`config.mk`:
```
export PLATFORM = sky130hd
export DESIGN_NAME = ppu_video_timing_scaler
export DESIGN_NICKNAME = d
export VERILOG_FILES = /design/src/rtl/ppu_video_timing_scaler.sv
export SDC_FILE = /design/constraint.sdc
export NUM_CORES = 1
export LEC_CHECK = 0
export ABC_AREA = 1
export BUFFER_PORTS_ARGS = -buffer_cell sky130_fd_sc_hd__clkbuf_2
export CAP_MARGIN = 5
export CORE_AREA = 5 5 106 108
export CTS_CLUSTER_SIZE = 40
export DETAILED_ROUTE_END_ITERATION = 12
export DIE_AREA = 0 0 111 113
export PLACE_DENSITY = 0.68
export SLEW_MARGIN = 10
export SYNTH_ARGS = -nofsm -noshare
export SYNTH_HDL_FRONTEND = slang
export SYNTH_SLANG_ARGS = --single-unit
```
`constraint.sdc`:
```
create_clock -name clk -period 2.95 [get_ports clk]
set_clock_uncertainty 0.05 [all_clocks]
set_input_delay 0.59 -clock clk [delete_from_list [all_inputs] [get_ports clk]]
set_output_delay 0.59 -clock clk [all_outputs]
set_load 0.005 [all_outputs]
```
`src/rtl/ppu_video_timing_scaler.sv`:
```
// ppu_video_timing_scaler
//   Video output stage between the PPU pixel source and the HDMI/DVI encoder.
//   Generates the raster (counters, sync, de, line/frame strobes), requests
//   source pixels one cycle ahead with integer up-scaling and centring, and
//   expands 15-bit colour to 24-bit RGB with border fill and scanline darkening.
// Ports:
//   clk, rst_n            pixel clock, async active-low reset
//   pixel                 source pixel {b,g,r} 5:5:5, valid one cycle after request
//   border_en             fill active area outside the image with BORDER_RGB
//   scanline_en           halve the last output row of each scaled source line
//   vga_hcounter/vcounter raster position
//   next_pixel_x/y        source column requested for the next cycle / source row
//   frame_start           pulse at h=0,v=0 (counter aligned)
//   line_start            pulse at h=0 (counter aligned)
//   hsync, vsync, de      timing outputs, one clock behind the counters
//   hdmi_r/g/b            8-bit colour, one clock behind the counters
module ppu_video_timing_scaler #(
  parameter int          H_ACTIVE   = 640,
  parameter int          H_FP       = 16,
  parameter int          H_SYNC     = 96,
  parameter int          H_BP       = 48,
  parameter int          V_ACTIVE   = 480,
  parameter int          V_FP       = 10,
  parameter int          V_SYNC     = 2,
  parameter int          V_BP       = 33,
  parameter bit          HSYNC_POL  = 1'b0,
  parameter bit          VSYNC_POL  = 1'b0,
  parameter int          SRC_W      = 256,
  parameter int          SRC_H      = 240,
  parameter int          SCALE      = 2,
  parameter int          CNT_W      = 10,
  parameter logic [23:0] BORDER_RGB = 24'h000000
) (
  input  logic             clk,
  input  logic             rst_n,
  input  logic [14:0]      pixel,
  input  logic             border_en,
  input  logic             scanline_en,
  output logic [CNT_W-1:0] vga_hcounter,
  output logic [CNT_W-1:0] vga_vcounter,
  output logic [8:0]       next_pixel_x,
  output logic [7:0]       next_pixel_y,
  output logic             frame_start,
  output logic             line_start,
  output logic             hsync,
  output logic             vsync,
  output logic             de,
  output logic [7:0]       hdmi_r,
  output logic [7:0]       hdmi_g,
  output logic [7:0]       hdmi_b
);
  typedef logic [CNT_W-1:0] cnt_t;

  localparam cnt_t H_LAST = cnt_t'(H_ACTIVE + H_FP + H_SYNC + H_BP - 1);
  localparam cnt_t V_LAST = cnt_t'(V_ACTIVE + V_FP + V_SYNC + V_BP - 1);
  localparam cnt_t H_ACT  = cnt_t'(H_ACTIVE);
  localparam cnt_t V_ACT  = cnt_t'(V_ACTIVE);
  localparam cnt_t HS_BEG = cnt_t'(H_ACTIVE + H_FP);
  localparam cnt_t HS_END = cnt_t'(H_ACTIVE + H_FP + H_SYNC);
  localparam cnt_t VS_BEG = cnt_t'(V_ACTIVE + V_FP);
  localparam cnt_t VS_END = cnt_t'(V_ACTIVE + V_FP + V_SYNC);
  localparam cnt_t X_OFF  = cnt_t'((H_ACTIVE - SRC_W * SCALE) / 2);
  localparam cnt_t Y_OFF  = cnt_t'((V_ACTIVE - SRC_H * SCALE) / 2);
  localparam cnt_t WIN_W  = cnt_t'(SRC_W * SCALE);
  localparam cnt_t WIN_H  = cnt_t'(SRC_H * SCALE);
  localparam logic [1:0] PH_MAX = 2'(SCALE - 1);

  // run is clear for the first cycle after reset release so that the first
  // running cycle shows h=0,v=0 together with both strobes.
  logic       run;
  cnt_t       h, v;
  logic [1:0] hph, vph;

  cnt_t       h_n, v_n, la_h, la_v, la_dx, la_dy, nv_dy, dx, dy;
  logic       la_win, win, act, dark;
  logic [7:0] r8, g8, b8;

  assign vga_hcounter = h;
  assign vga_vcounter = v;

  always_comb begin
    h_n = '0;
    v_n = '0;
    if (run) begin
      if (h == H_LAST) begin
        h_n = '0;
        v_n = (v == V_LAST) ? '0 : v + 1'b1;
      end else begin
        h_n = h + 1'b1;
        v_n = v;
      end
    end
    // Lookahead position: the column displayed one cycle after h_n.
    la_h = h_n + 1'b1;
    la_v = v_n;
    if (h_n == H_LAST) begin
      la_h = '0;
      la_v = (v_n == V_LAST) ? '0 : v_n + 1'b1;
    end
    // Unsigned offsets: positions left of/above the window wrap to large values,
    // so a single upper-bound compare tests window membership.
    la_dx  = la_h - X_OFF;
    la_dy  = la_v - Y_OFF;
    la_win = (la_dx < WIN_W) && (la_dy < WIN_H);
    nv_dy  = v_n - Y_OFF;
    dx     = h - X_OFF;
    dy     = v - Y_OFF;
    win    = (dx < WIN_W) && (dy < WIN_H);
    act    = (h < H_ACT) && (v < V_ACT);
    dark   = scanline_en && (SCALE >= 2) && (vph == PH_MAX);
    r8     = {pixel[4:0],   pixel[4:2]};
    g8     = {pixel[9:5],   pixel[9:7]};
    b8     = {pixel[14:10], pixel[14:12]};
    if (dark) begin
      r8 = r8 >> 1;
      g8 = g8 >> 1;
      b8 = b8 >> 1;
    end
  end

  always_ff @(posedge clk or negedge rst_n) begin
    if (!rst_n) begin
      run          <= 1'b0;
      h            <= '0;
      v            <= '0;
      hph          <= '0;
      vph          <= '0;
      next_pixel_x <= '0;
      next_pixel_y <= '0;
      line_start   <= 1'b0;
      frame_start  <= 1'b0;
      hsync        <= ~HSYNC_POL;
      vsync        <= ~VSYNC_POL;
      de           <= 1'b0;
      hdmi_r       <= '0;
      hdmi_g       <= '0;
      hdmi_b       <= '0;
    end else begin
      run         <= 1'b1;
      h           <= h_n;
      v           <= v_n;
      line_start  <= (h_n == '0);
      frame_start <= (h_n == '0) && (v_n == '0);

      // Horizontal source column: restart at the window's first column,
      // step once per SCALE output columns.
      if (!la_win || la_dx == '0) begin
        next_pixel_x <= '0;
        hph          <= '0;
      end else if (hph == PH_MAX) begin
        next_pixel_x <= next_pixel_x + 1'b1;
        hph          <= '0;
      end else begin
        hph <= hph + 1'b1;
      end

      // Vertical source row: same scheme, stepped once per line.
      if (h_n == '0) begin
        if (nv_dy >= WIN_H || nv_dy == '0) begin
          next_pixel_y <= '0;
          vph          <= '0;
        end else if (vph == PH_MAX) begin
          next_pixel_y <= next_pixel_y + 1'b1;
          vph          <= '0;
        end else begin
          vph <= vph + 1'b1;
        end
      end

      if (run) begin
        de    <= act;
        hsync <= (h >= HS_BEG && h < HS_END) ? HSYNC_POL : ~HSYNC_POL;
        vsync <= (v >= VS_BEG && v < VS_END) ? VSYNC_POL : ~VSYNC_POL;
        if (!act) begin
          {hdmi_r, hdmi_g, hdmi_b} <= '0;
        end else if (win) begin
          {hdmi_r, hdmi_g, hdmi_b} <= {r8, g8, b8};
        end else if (border_en) begin
          {hdmi_r, hdmi_g, hdmi_b} <= BORDER_RGB;
        end else begin
          {hdmi_r, hdmi_g, hdmi_b} <= '0;
        end
      end
    end
  end
endmodule
```
==> impl_metrics.yaml <==
clock_tree:
  tritoncts.num_buffers: 9
  cts_hold_buf: 0
  cts_h_tree_depth: 3
  clkSlewWorstSetupHoldPaths_ns: 0.07
  clock_sinks: 65
  post_cts_resize_count: 0
  clock-root-buffer: "sky130_fd_sc_hd__clkbuf_8"
  post_cts.repair.setup_buffers: 0
  clock_buffer_depth: 2
  cts_tree: "yes"
  clock_insertion_delay_at_the_later_pin_of_the_skew_report_ns: 0.35
route:
  total_number_of_vias: 3524
  wire_per_inst_um: 13.3
  final_antenna_violating_net_count: 0
  drc: 0
  drt-initial-drc-count: 158
  drt_pass1_iterations: 4
  viasPerCell: 4.85
  drt-total-wl_mm: 9.65
timing:
  finalCriticalPeriod_ns: 2.68
  finalSetupTns_ns: 0
  fmax_mhz: 373
  slew_viol_final: 0
  worst_slew_margin_rel: 0.436
  setup_violating_endpoint_count_in_the_final_report: 0
  hold_viol_final: 0
  grt_setup_unrepaired: "false"
  max_slew.worst_pin.slew_ns: 0.846
  final.period_utilization: 0.908
yosys:
  synth.yosys.warnings: 0
  synth_common_cells: "sky130_fd_sc_hd__nand2_1, sky130_fd_sc_hd__dfrtp_1, sky130_fd_sc_hd__inv_1"
  ys_dominant_reg_cell: "sky130_fd_sc_hd__dfrtp_1"
  net_count_after_synthesis: 526
  synthMostInstantiatedCell: "sky130_fd_sc_hd__nand2_1"
  average_instance_area_after_synthesis_um2: 7.87
  ys_types: 44
  synth-edff-count: 0
  netlist_instances: 501
  yosysTopAreaCell: "sky130_fd_sc_hd__dfrtp_1"
  yosysTopAreaCellShare: 0.400
  synth.ff_latch_count: 65
  synth.yosys.seq_area_share: 0.413
  synthTopCellsByArea: "sky130_fd_sc_hd__dfrtp_1, sky130_fd_sc_hd__nand2_1, sky130_fd_sc_hd__inv_1"
  syn-cell-area_um2: 3940
  postSynth.asyncResetShare: 1.00
global_routing:
  total_global_route_track_usage: 0.160
  grt_pass1_vias: 3512
  first_pass_grt_wire_length_mm: 16.4
  grt_overflow_total: 0
  grt_start_max_net_pins: 66
  antenna_violations_before_repair: 0
run:
  maxCapViolCount: 0
final_layout:
  final_design_area_no_fill_um2: 4660
  post-route-util: 0.460
  final_net_count: 611
  post_route_cells_drive_above_1_share: 0.273
  stdcell_count: 726
  antenna_cells_inserted: 0
  area.growth.synth_to_final_pct: 18.1
place:
  dp_cells: 711
  portBuffers: 83
  finalWeightedCongestion: 0.883
  placed_cell_area_um2: 4460
  dp_hpwl_mm: 7.16
pwr:
  power_density_nw_per_um2: 385
  total_leakage_power_nw: 2.50
  irDropWorstVdd_uv: 198
outcome:
  run_status: "completed"
die:
  floorplan.io_pins: 85
  floorplan.die.width_um: 111
  rows: 37
  fp.coreArea_um2: 10100
  floorplan.initialDensity: 0.389
  fp.dieArea_um2: 12500
  dieHeight_um: 113
setup_path:
  cp_slowest_cell: "sky130_fd_sc_hd__dfrtp_1"
  cp_data_required_time_ns: 3.14
  worstPathCellList: "ha_1 -> nand3_4 -> nor2_8 -> nand2_2 -> nand4_1 -> nor2_1 -> nand3_1 -> nor2_1 -> nand2_1 -> nand2_1 -> nand3_1 -> nor2_2 -> buf_4 -> nor3_1"
  cp.arrival_ns: 2.86
  critical_path_class: "reg2reg"
  worst_setup_path_end_kind: "flop"
  worst_setup_path_start_kind: "flop"
  crit_path_max_incr_delay_ns: 0.43
  crit_fanout: 11
min_path:
  worstHoldPathType: "in2async"
-- cell families (layout without fill, tap and decap cells) --
logic type                 after synthesis  after routing  share of synthesized area
and+or+nand+nor                        281            281                      0.350
buffers and inverters                   81            170                     0.0920
DFF                                     65             65                      0.413
AOI/OAI and AO/OA                       40             40                     0.0606
xor gates and xnor gates                14             14                     0.0311
muxes                                   13             13                     0.0330
adders and majority gates                6              6                     0.0190
other                                    1              1                   0.000951
-- per-layer routing --
metal  share of wire  vias up  global-route usage
met5               0        -                   0
met2            0.47       89               0.268
met4           0.025        0              0.0780
li1                -     1765                   -
met1            0.45     1654               0.198
met3           0.050       16              0.0310
-- final timing paths --
check,from,end,slack (ns),depth (start not counted)
worst min register to register,hph[0]$_DFF_PN0_,hph[0]$_DFF_PN0_,0.40,1
worst max register to register,vga_hcounter[0]$_DFF_PN0_,next_pixel_x[0]$_DFFE_PN0P_,0.27,14
min in group clk,hph[0]$_DFF_PN0_,hph[0]$_DFF_PN0_,0.40,1
max in group asynchronous,rst_n,vga_hcounter[5]$_DFF_PN0_,1.93,2
worst max-delay path,vga_hcounter[0]$_DFF_PN0_,next_pixel_x[0]$_DFFE_PN0P_,0.27,14
worst min-delay path,rst_n,vga_vcounter[6]$_DFF_PN0_,0.37,2
-- cell type report --
cell class | count | area, um2
Sequential cell | 65 | 1630
Tap cell | 136 | 170
Inverter | 65 | 245
Clock buffer | 12 | 155
Clock inverter | 3 | 40.0
Multi-Input combinational cell | 355 | 1950
Timing Repair Buffer | 90 | 468
Fill cell | 1054 | 5480
-- worst max-delay path, delay by kind of cell, from the launching register on --
family / cells / cell delay, ns
simple gates: 12 / 1.56
flops: 1 / 0.43
fa+ha+maj: 1 / 0.28
buf+inv: 1 / 0.22
-- flip-flops by register name (all words and copies together), names as in the netlist, 6 cells and up --
name / cells
vga_vcounter: 10
next_pixel_x: 9
vga_hcounter: 10
next_pixel_y: 8
hdmi_b: 6
hdmi_r: 6
hdmi_g: 6
-- where the power goes --
part | internal (mW) | switching (mW)
clock network | 0.429 | 0.353
logic | 0.0337 | 0.0701
registers | 0.900 | 0.00676
total | 1.36 | 0.430
-- layout by cell type (no fill, tap or decap), types with 2 or more instances in the layout --
cell type and instances:
sky130_fd_sc_hd__clkinv_2 3, sky130_fd_sc_hd__nor3_2 10, sky130_fd_sc_hd__inv_1 56, sky130_fd_sc_hd__nor4_1 4, sky130_fd_sc_hd__buf_4 7, sky130_fd_sc_hd__clkbuf_8 11
sky130_fd_sc_hd__o21ai_1 2, sky130_fd_sc_hd__nand2_4 3, sky130_fd_sc_hd__ha_1 6, sky130_fd_sc_hd__nand3_1 39, sky130_fd_sc_hd__o21ai_2 4, sky130_fd_sc_hd__nand2_1 132
sky130_fd_sc_hd__nand3_2 9, sky130_fd_sc_hd__xor2_1 7, sky130_fd_sc_hd__nor2_1 48, sky130_fd_sc_hd__nand4_1 8, sky130_fd_sc_hd__nor2_2 8, sky130_fd_sc_hd__clkbuf_2 82
sky130_fd_sc_hd__nand2_2 7, sky130_fd_sc_hd__a21oi_1 3, sky130_fd_sc_hd__nor3_1 7, sky130_fd_sc_hd__xnor2_1 7, sky130_fd_sc_hd__o21ai_0 22, sky130_fd_sc_hd__inv_2 8
sky130_fd_sc_hd__mux2i_1 13, sky130_fd_sc_hd__dfstp_2 2, sky130_fd_sc_hd__dfrtp_1 63
-- stage by stage --
stage	worst slack [ns]	total power, mW	hold WS (ns)
2_1_floorplan	0.718	0.976	0.244
3_3_place_gp	0.358	1.03	0.386
3_5_place_dp	0.328	1.03	0.384
4_1_cts	0.304	1.81	0.399
5_1_grt	0.0110	1.86	0.407
6_report	0.272	1.79	0.367
No activity file was read; power rests on OpenSTA's default activity.
